### src/rtl/tim_apb_pkg.sv
// rtl/tim_apb_pkg.sv - shared FSM encoding and sizing helpers for the timer APB slave
package tim_apb_pkg;

   localparam logic [1:0] ST_IDLE = 2'd0;
   localparam logic [1:0] ST_WAIT = 2'd1;
   localparam logic [1:0] ST_DONE = 2'd2;

   function automatic int clog2(input int v);
      int r;
      r = 0;
      for (int i = 0; i < 31; i++) begin
         if ((1 << i) < v) r = i + 1;
      end
      return r;
   endfunction

   function automatic int byte_lanes(input int data_w);
      return data_w / 8;
   endfunction

endpackage

### src/rtl/apb_slave_ctrl_if.sv
// rtl/apb_slave_ctrl_if.sv - APB4 bus bundle between interconnect (master) and timer slave
interface apb_slave_ctrl_if #(
   parameter int ADDR_W = 12,
   parameter int DATA_W = 32
);
   logic                  tim_psel;
   logic                  tim_penable;
   logic                  tim_pwrite;
   logic [ADDR_W-1:0]     tim_paddr;
   logic [DATA_W-1:0]     tim_pwdata;
   logic [DATA_W/8-1:0]   tim_pstrb;
   logic [DATA_W-1:0]     tim_prdata;
   logic                  tim_pready;
   logic                  tim_pslverr;

   modport master (
      output tim_psel, tim_penable, tim_pwrite, tim_paddr, tim_pwdata, tim_pstrb,
      input  tim_prdata, tim_pready, tim_pslverr
   );

   modport slave (
      input  tim_psel, tim_penable, tim_pwrite, tim_paddr, tim_pwdata, tim_pstrb,
      output tim_prdata, tim_pready, tim_pslverr
   );
endinterface

### src/rtl/apb_addr_dec.sv
// rtl/apb_addr_dec.sv - byte address to word index decode; APB_SLVERR_EN adds range/alignment error
module apb_addr_dec
   import tim_apb_pkg::*;
#(
   parameter int ADDR_W   = 12,
   parameter int DATA_W   = 32,
   parameter int NUM_REGS = 16
) (
   input  logic [ADDR_W-1:0]            paddr_i,
   output logic [clog2(NUM_REGS)-1:0]   idx_o,
   output logic                         err_o
);
   localparam int LANES  = byte_lanes(DATA_W);
   localparam int LANE_B = clog2(LANES);
   localparam int IDX_W  = clog2(NUM_REGS);

   logic [ADDR_W-1:0] word_addr;
   logic              unused_hi;

   // Upper word bits are dropped, so out-of-range addresses alias unless flagged below
   assign word_addr = paddr_i >> LANE_B;
   assign idx_o     = word_addr[IDX_W-1:0];
   assign unused_hi = ^word_addr;

`ifdef APB_SLVERR_EN
   localparam logic [ADDR_W:0]   LIMIT     = (ADDR_W+1)'(NUM_REGS * LANES);
   localparam logic [ADDR_W-1:0] LANE_MASK = ADDR_W'(LANES - 1);

   assign err_o = ({1'b0, paddr_i} >= LIMIT) | ((paddr_i & LANE_MASK) != '0);
`else
   assign err_o = 1'b0;
`endif

endmodule

### src/rtl/apb_slave_ctrl.sv
// rtl/apb_slave_ctrl.sv - APB4 slave front end with wait states for the timer register bank
// Error responses are produced only when APB_SLVERR_EN is defined.
module apb_slave_ctrl
   import tim_apb_pkg::*;
#(
   parameter int ADDR_W      = 12,
   parameter int DATA_W      = 32,
   parameter int NUM_REGS    = 16,
   parameter int WAIT_STATES = 0
) (
   input  logic                          sys_clk,
   input  logic                          sys_rst,
   apb_slave_ctrl_if.slave               apb,
   output logic [clog2(NUM_REGS)-1:0]    reg_idx,
   output logic [DATA_W-1:0]             reg_wdata,
   output logic [DATA_W/8-1:0]           reg_wstrb,
   input  logic [DATA_W-1:0]             reg_rdata,
   output logic                          wr_en,
   output logic                          rd_en
);
   localparam int IDX_W = clog2(NUM_REGS);

   logic [1:0]           state_q, state_d;
   logic [3:0]           cnt_q, cnt_d;
   logic [IDX_W-1:0]     idx_q, idx_d;
   logic [DATA_W-1:0]    wdata_q, wdata_d;
   logic [DATA_W/8-1:0]  wstrb_q, wstrb_d;
   logic                 write_q, write_d;
   logic                 err_q, err_d;

   logic [IDX_W-1:0]     dec_idx;
   logic                 dec_err;
   logic                 pready;

   apb_addr_dec #(
      .ADDR_W   (ADDR_W),
      .DATA_W   (DATA_W),
      .NUM_REGS (NUM_REGS)
   ) u_dec (
      .paddr_i (apb.tim_paddr),
      .idx_o   (dec_idx),
      .err_o   (dec_err)
   );

   always_comb begin
      state_d = state_q;
      cnt_d   = cnt_q;
      idx_d   = idx_q;
      wdata_d = wdata_q;
      wstrb_d = wstrb_q;
      write_d = write_q;
      err_d   = err_q;
      case (state_q)
         ST_IDLE: begin
            // A setup phase with penable already high is a protocol violation and is ignored
            if (apb.tim_psel && !apb.tim_penable) begin
               idx_d   = dec_idx;
               wdata_d = apb.tim_pwdata;
               wstrb_d = apb.tim_pstrb;
               write_d = apb.tim_pwrite;
               err_d   = dec_err;
               cnt_d   = 4'd1;
               state_d = (WAIT_STATES == 0) ? ST_DONE : ST_WAIT;
            end
         end
         ST_WAIT: begin
            if (!apb.tim_psel)                  state_d = ST_IDLE;
            else if (cnt_q == 4'(WAIT_STATES))  state_d = ST_DONE;
            else                                cnt_d   = cnt_q + 4'd1;
         end
         ST_DONE: state_d = ST_IDLE;
         default: state_d = ST_IDLE;
      endcase
   end

   always_ff @(posedge sys_clk or posedge sys_rst) begin
      if (sys_rst) begin
         state_q <= ST_IDLE;
         cnt_q   <= '0;
         idx_q   <= '0;
         wdata_q <= '0;
         wstrb_q <= '0;
         write_q <= 1'b0;
         err_q   <= 1'b0;
      end else begin
         state_q <= state_d;
         cnt_q   <= cnt_d;
         idx_q   <= idx_d;
         wdata_q <= wdata_d;
         wstrb_q <= wstrb_d;
         write_q <= write_d;
         err_q   <= err_d;
      end
   end

   // Dropping psel in DONE suppresses pready and both strobes for that transfer
   assign pready          = (state_q == ST_DONE) & apb.tim_psel & apb.tim_penable;
   assign wr_en           = pready & write_q & ~err_q;
   assign rd_en           = pready & ~write_q & ~err_q;
   assign apb.tim_pready  = pready;
   assign apb.tim_pslverr = pready & err_q;
   assign apb.tim_prdata  = rd_en ? reg_rdata : '0;

   assign reg_idx   = idx_q;
   assign reg_wdata = wdata_q;
   assign reg_wstrb = wstrb_q;

endmodule
### src/flat_wrapper.sv
// flat-port wrapper written by rule: the top's interface ports become plain ports
module apb_slave_ctrl_flat import tim_apb_pkg::*;
#(
   parameter int ADDR_W      = 12,
   parameter int DATA_W      = 32,
   parameter int NUM_REGS    = 16,
   parameter int WAIT_STATES = 0
)
  (sys_clk, sys_rst, reg_idx, reg_wdata, reg_wstrb, reg_rdata, wr_en, rd_en, apb_tim_psel, apb_tim_penable, apb_tim_pwrite, apb_tim_paddr, apb_tim_pwdata, apb_tim_pstrb, apb_tim_prdata, apb_tim_pready, apb_tim_pslverr);
  apb_slave_ctrl_if #(.ADDR_W(ADDR_W), .DATA_W(DATA_W)) apb_i ();
  input  logic sys_clk;
  input  logic sys_rst;
  output logic [clog2(NUM_REGS)-1:0] reg_idx;
  output logic [DATA_W-1:0] reg_wdata;
  output logic [DATA_W/8-1:0] reg_wstrb;
  input  logic [DATA_W-1:0] reg_rdata;
  output logic wr_en;
  output logic rd_en;
  input wire logic [$bits(apb_i.tim_psel)-1:0] apb_tim_psel;
  input wire logic [$bits(apb_i.tim_penable)-1:0] apb_tim_penable;
  input wire logic [$bits(apb_i.tim_pwrite)-1:0] apb_tim_pwrite;
  input wire logic [$bits(apb_i.tim_paddr)-1:0] apb_tim_paddr;
  input wire logic [$bits(apb_i.tim_pwdata)-1:0] apb_tim_pwdata;
  input wire logic [$bits(apb_i.tim_pstrb)-1:0] apb_tim_pstrb;
  output wire logic [$bits(apb_i.tim_prdata)-1:0] apb_tim_prdata;
  output wire logic [$bits(apb_i.tim_pready)-1:0] apb_tim_pready;
  output wire logic [$bits(apb_i.tim_pslverr)-1:0] apb_tim_pslverr;
  assign apb_i.tim_psel = apb_tim_psel;
  assign apb_i.tim_penable = apb_tim_penable;
  assign apb_i.tim_pwrite = apb_tim_pwrite;
  assign apb_i.tim_paddr = apb_tim_paddr;
  assign apb_i.tim_pwdata = apb_tim_pwdata;
  assign apb_i.tim_pstrb = apb_tim_pstrb;
  assign apb_tim_prdata = apb_i.tim_prdata;
  assign apb_tim_pready = apb_i.tim_pready;
  assign apb_tim_pslverr = apb_i.tim_pslverr;
  apb_slave_ctrl #(.ADDR_W(ADDR_W), .DATA_W(DATA_W), .NUM_REGS(NUM_REGS), .WAIT_STATES(WAIT_STATES)) u_core (.sys_clk(sys_clk), .sys_rst(sys_rst), .apb(apb_i), .reg_idx(reg_idx), .reg_wdata(reg_wdata), .reg_wstrb(reg_wstrb), .reg_rdata(reg_rdata), .wr_en(wr_en), .rd_en(rd_en));
endmodule
### config.mk
export PLATFORM = sky130hd
export DESIGN_NAME = apb_slave_ctrl_flat
export DESIGN_NICKNAME = d
export VERILOG_FILES = /design/src/rtl/tim_apb_pkg.sv /design/src/rtl/apb_slave_ctrl_if.sv /design/src/rtl/apb_addr_dec.sv /design/src/rtl/apb_slave_ctrl.sv /design/src/flat_wrapper.sv
export SDC_FILE = /design/constraint.sdc
export NUM_CORES = 1
export LEC_CHECK = 0
export CAP_MARGIN = 10
export CORE_UTILIZATION = 31
export CTS_CLUSTER_DIAMETER = 200
export CTS_CLUSTER_SIZE = 16
export DETAILED_ROUTE_END_ITERATION = 8
export GPL_TIMING_DRIVEN = 1
export PLACE_DENSITY = 0.84
export REMOVE_ABC_BUFFERS = 1
export SLEW_MARGIN = 20
export SYNTH_ARGS = -nofsm -noshare
export SYNTH_HDL_FRONTEND = slang
export SYNTH_SLANG_ARGS = --single-unit
### constraint.sdc
create_clock -name sys_clk -period 1.7 [get_ports sys_clk]
set_input_delay 0.34 -clock sys_clk [delete_from_list [all_inputs] [get_ports sys_clk]]
set_output_delay 0.34 -clock sys_clk [all_outputs]
set_load 0.02 [all_outputs]
---- Yosys cells after proc, flatten, opt, wreduce, memory -nomap -nowiden ----
Cells that the tools add are included.
storage, ports and cells
  register bits after elaboration ......... 47
  bits in latches ......................... 0
  memory bits (writable) .................. 0
  bits in read-only memories .............. 0
  memories ................................ 0
operators by class
  add/subtract/negate cells ............... 1
  multipliers ............................. 0
  div/mod/pow operators ................... 0
  magnitude comparators ................... 0
  eq/ne operators ......................... 6
  shift operators ......................... 0
  muxes and demuxes ....................... 9
  bitwise operators ....................... 5
  reductions and logical operators ........ 8
operators with widths
  kind                                                   count
  2-to-1 mux 32 bit                                      1
  2-to-1 mux 4 bit                                       3
  case mux 4 bit (2 select lines)                        1
  2-to-1 mux 2 bit                                       3
  adder 4 x 1 -> 4 bit, second input constant            1
  AND 1 bit                                              4
  zero test 4 bit                                        1
  inequality test 2 bit, second input constant           2
  case mux 2 bit (2 select lines)                        1
  AND reduction 2 bit                                    2
  AND reduction 4 bit                                    1
  inequality test 3 x 2 -> 1 bit, second input constant  1
  equality test 2 x 1 -> 1 bit, second input constant    1
  equality test 2 bit, second input constant             1
  zero test 2 bit                                        1
  inequality test 2 x 1 -> 1 bit, second input constant  1
  nonzero test 2 bit                                     1
  logical AND 1 bit                                      1
  zero test 1 bit                                        1
  NOT 1 bit                                              1

---- Depth between registers and ports, before layout ----
  word-level depth ........................ 5
  mapped depth ............................ 3
  mapped depth without buffers ............ 2

---- Hierarchy ----
Synthesis repeated with hierarchy kept, for this count alone.
unflattened totals
  cells, all modules ...................... 143
  area total of the unflattened synthesis .. 1966.9 um^2
modules (own cells, without submodules)
  module          instances  cells each  area an instance (um^2)
  apb_slave_ctrl  1          137         1925.6
  apb_addr_dec    1          6           41.3

---- Least setup slack after synthesis ----
Ideal clock, no wire load.
  path type ............................... reg2out
  start point ............................. reg u_core.write_q
  end point ............................... out apb_tim_prdata[19]
  arrival time ............................ 1.138 ns
  required time ........................... 1.360 ns
  setup slack ............................. 0.222 ns
  cell stages (with the launch flop) ...... 4
  buffers on the path ..................... 1
  cell sequence ........................... dfrtp_1 > and4b_1 > buf_2 > and2_1
between the ends
  cells in the longest elaborated chain, start to end .. 3
RTL lines
  what                      line                   source
  start: declaration        apb_slave_ctrl.sv:28   logic write_q, write_d;
  start signal: assignment  apb_slave_ctrl.sv:91   write_q <= write_d;
  NOT 1 bit                 apb_slave_ctrl.sv:99   assign rd_en = pready & ~write_q & ~err_q;
  AND 1 bit                 apb_slave_ctrl.sv:99
  net rd_en                 flat_wrapper.sv:18     output logic rd_en;
  2-to-1 mux 32 bit         apb_slave_ctrl.sv:102  assign apb.tim_prdata = rd_en ? reg_rdata : '0;
  end: declaration          flat_wrapper.sv:25     output wire logic [$bits(apb_i.tim_prdata)-1:0] apb_tim_prdata;
The timed path passes the listed nets, and every way through them passes these cells.

---- Worst setup path after layout ----
  start point ............................. reg u_core.write_q
  end point ............................... out apb_tim_prdata[7]
between the ends
  cells in the longest elaborated chain, start to end .. 3
RTL lines
  what               line
  NOT 1 bit          apb_slave_ctrl.sv:99
  AND 1 bit          apb_slave_ctrl.sv:99
  2-to-1 mux 32 bit  apb_slave_ctrl.sv:102
No other way between the ends.

==> impl_metrics.tcl <==
set metrics [dict create \
    setup_ws_ps -122 \
    route.detailed.drc 0 \
    grt_max_degree 43 \
    crit_family "simple AND/OR/NAND/NOR gates" \
    start_util 0.326 \
    root_buffer "clkbuf_8" \
    cp.arrival_ps 1480 \
    path_cells "and4b_2 -> buf_6 -> and2_4 -> buf_6" \
    dpl.cell_count 353 \
    row_count 27 \
    diodes 0 \
    synth_seq_cells 42 \
    syn_avg_cell_area_um2 14.2 \
    grt_setup_unrepaired "true" \
    port_buffers 151 \
    cts_made_buffers 5 \
    track_usage 0.186 \
    area_growth_pct 102 \
    clock_path_buffers 2 \
    worstPathBufferInverterCount 2 \
    io_pins 161 \
    p_leak_nw 1.60 \
    synth_compound_area_frac 0 \
    wl_mm 5.85 \
    synth-simple-area-share 0.133 \
    hpwl_mm 3.99 \
    maxSlewViolCount 0 \
    slowest_delay_ps 400 \
    chipHeight_um 78.8 \
    hp-class "input port to async pin" \
    period_share 1.07 \
    ir_drop_mv 0.566 \
    fin_cells 363 \
    violations "negative setup slack" \
    finalCriticalPeriod_ps 1820 \
    synth.distinct_cells 14 \
    die_w_um 78.8 \
    crit_type "register to output pin" \
    insertion_delay_ps 280 \
    cpMostUsedCell "buf_6" \
    synth_top_family_by_area "multiplexers" \
    first_pass_iters 3 \
    yosys.area_share.adder 0 \
    grt_pass1_vias 1696 \
    finClkSkew_ps 3.92 \
    use_met2 0.341 \
    synth_seq_area_share 0.575 \
    required_ps 1360 \
    cts_tree "done" \
    htree_levels 2 \
    r2r_slack_ps 210 \
    synth_mux_area_frac 0.252 \
    yosysWarnings 0 \
    syn_area_mm2 0.00183 \
    drive_gt1_frac 0.423 \
    grtUsageMet3 0.0747 \
    p_total_mw 2.92 \
    ctsHoldBuffers 0 \
    core_mm2 0.00561 \
    synth_xor_xnor_area_share 0 \
    start_kind "register" \
    vias 1651 \
    critPathSlowestCell "and4b_2" \
    met1_usage 0.193 \
    pre_cts_slack_ps -608 \
    path_clk_slew_ps 70 \
    outcome "finished with violations" \
    setup_tns_ps -3540 \
    crit_fanout 8 \
    grt_busiest_layer "met2" \
    antenna_found_initial 0 \
    fmax_mhz 549 \
    overflow 0 \
    cts.sinks 42 \
    max-cap-violations 0 \
    hold_viol 0 \
    nets 376 \
    synthCells 129 \
    ant_nets 0 \
    endpoint_kind "output pin" \
    routed_via_density 4.55 \
    setup_viol_count_final 33 \
    p_per_area_mw_per_mm2 792 \
    die_area_mm2 0.00621 \
    holdWs_ps 399 \
    drtIter0Drc 56 \
    grt_pass1_wl_mm 8.76 \
    wl_per_cell_um 16.1 \
    gp_congestion 0.673 \
]
-- registers in the layout, indices dropped and copies added, names as in the netlist --
signal	count
u_core.reg_wstrb	4
u_core.write_q	1
u_core.reg_wdata	32
u_core.reg_idx	4
u_core.state_q	1
-- layout by cell type, fill, tap and decap left out, drive strengths merged --
| master | n |
|---|---|
| nor3b | 1 |
| clkinv | 1 |
| mux2 | 41 |
| and4b | 1 |
| buf | 45 |
| dlygate4sd2 | 3 |
| and3 | 1 |
| conb | 1 |
| clkbuf | 7 |
| clkdlybuf4s15 | 1 |
| clkdlybuf4s50 | 114 |
| and4 | 1 |
| dfrtp | 42 |
| and2 | 32 |
-- cell families (layout without fill, tap and decap cells) --
kind of cell / Yosys count / count (layout)
other: 1 / 1
buffers and inverters: 9 / 171
flip-flops: 42 / 42
AND/OR/NAND/NOR: 36 / 36
multiplexers: 41 / 41
-- routing by layer --
metal	vias up	wire length (um)
met3	9	595
li1	751	-
met4	0	93
met1	795	2080
met2	96	3090
met5	-	0
-- worst min-delay path, delay by kind of cell --
family / cells / cell delay, ps
buffers and inverters: 3 / 720
-- metrics by stage --
| stage | cell area (um2) | utilization |
|---|---|---|
| finish | 3690 | 0.658 |
| global route | 3690 | 0.658 |
| CTS | 3650 | 0.650 |
| detailed placement | 3460 | 0.617 |
| global placement | 3460 | 0.617 |
| floorplan | 1760 | - |
-- cell type report --
cell class	count	area (um2)
Tap cell	72	90.1
Multi-Input combinational cell	78	791
Fill cell	432	1920
Timing Repair Buffer	163	1680
Sequential cell	42	1050
Clock buffer	7	76.3
Inverter	1	3.75
-- Yosys cell counts --
master,instances,area share
buf_4,1,0.0041
and3_1,1,0.0034
clkbuf_1,2,0.0041
inv_1,1,0.0021
mux2_1,2,0.012
and4b_1,1,0.0055
buf_2,1,0.0027
and2_1,32,0.11
nor3b_4,1,0.010
conb_1,1,0.0021
dfrtp_1,42,0.57
mux2_2,39,0.24
and4_1,1,0.0048
buf_6,4,0.025
-- report_power, final --
| group | internal [mW] | total (mW) | switching (mW) |
|---|---|---|---|
| Clock | 0.283 | 0.593 | 0.310 |
| Sequential | 1.17 | 1.26 | 0.0874 |
| Combinational | 0.628 | 1.07 | 0.439 |
| Total | 2.09 | 2.92 | 0.837 |
-- worst paths after layout --
check,start,endpoint,depth (start not counted)
max in group asynchronous,sys_rst,u_core.reg_wstrb[3],3
setup reg to reg,u_core.state_q[1],u_core.reg_idx[2],4
setup / recovery,u_core.write_q,apb_tim_prdata[7],4
hold reg to reg,u_core.reg_wdata[29],u_core.reg_wdata[29],1
hold / removal,sys_rst,u_core.reg_wdata[4],3
min in group sys_clk,u_core.reg_wdata[29],u_core.reg_wdata[29],1
-- repair_timing --
item,4_1_cts,5_1_grt
setup endpoints to repair,35,34
pin swaps,24,9
setup buffers,0,0
resized for setup,227,15
gates cloned,3,0
Power figures use the tool's default switching activity.
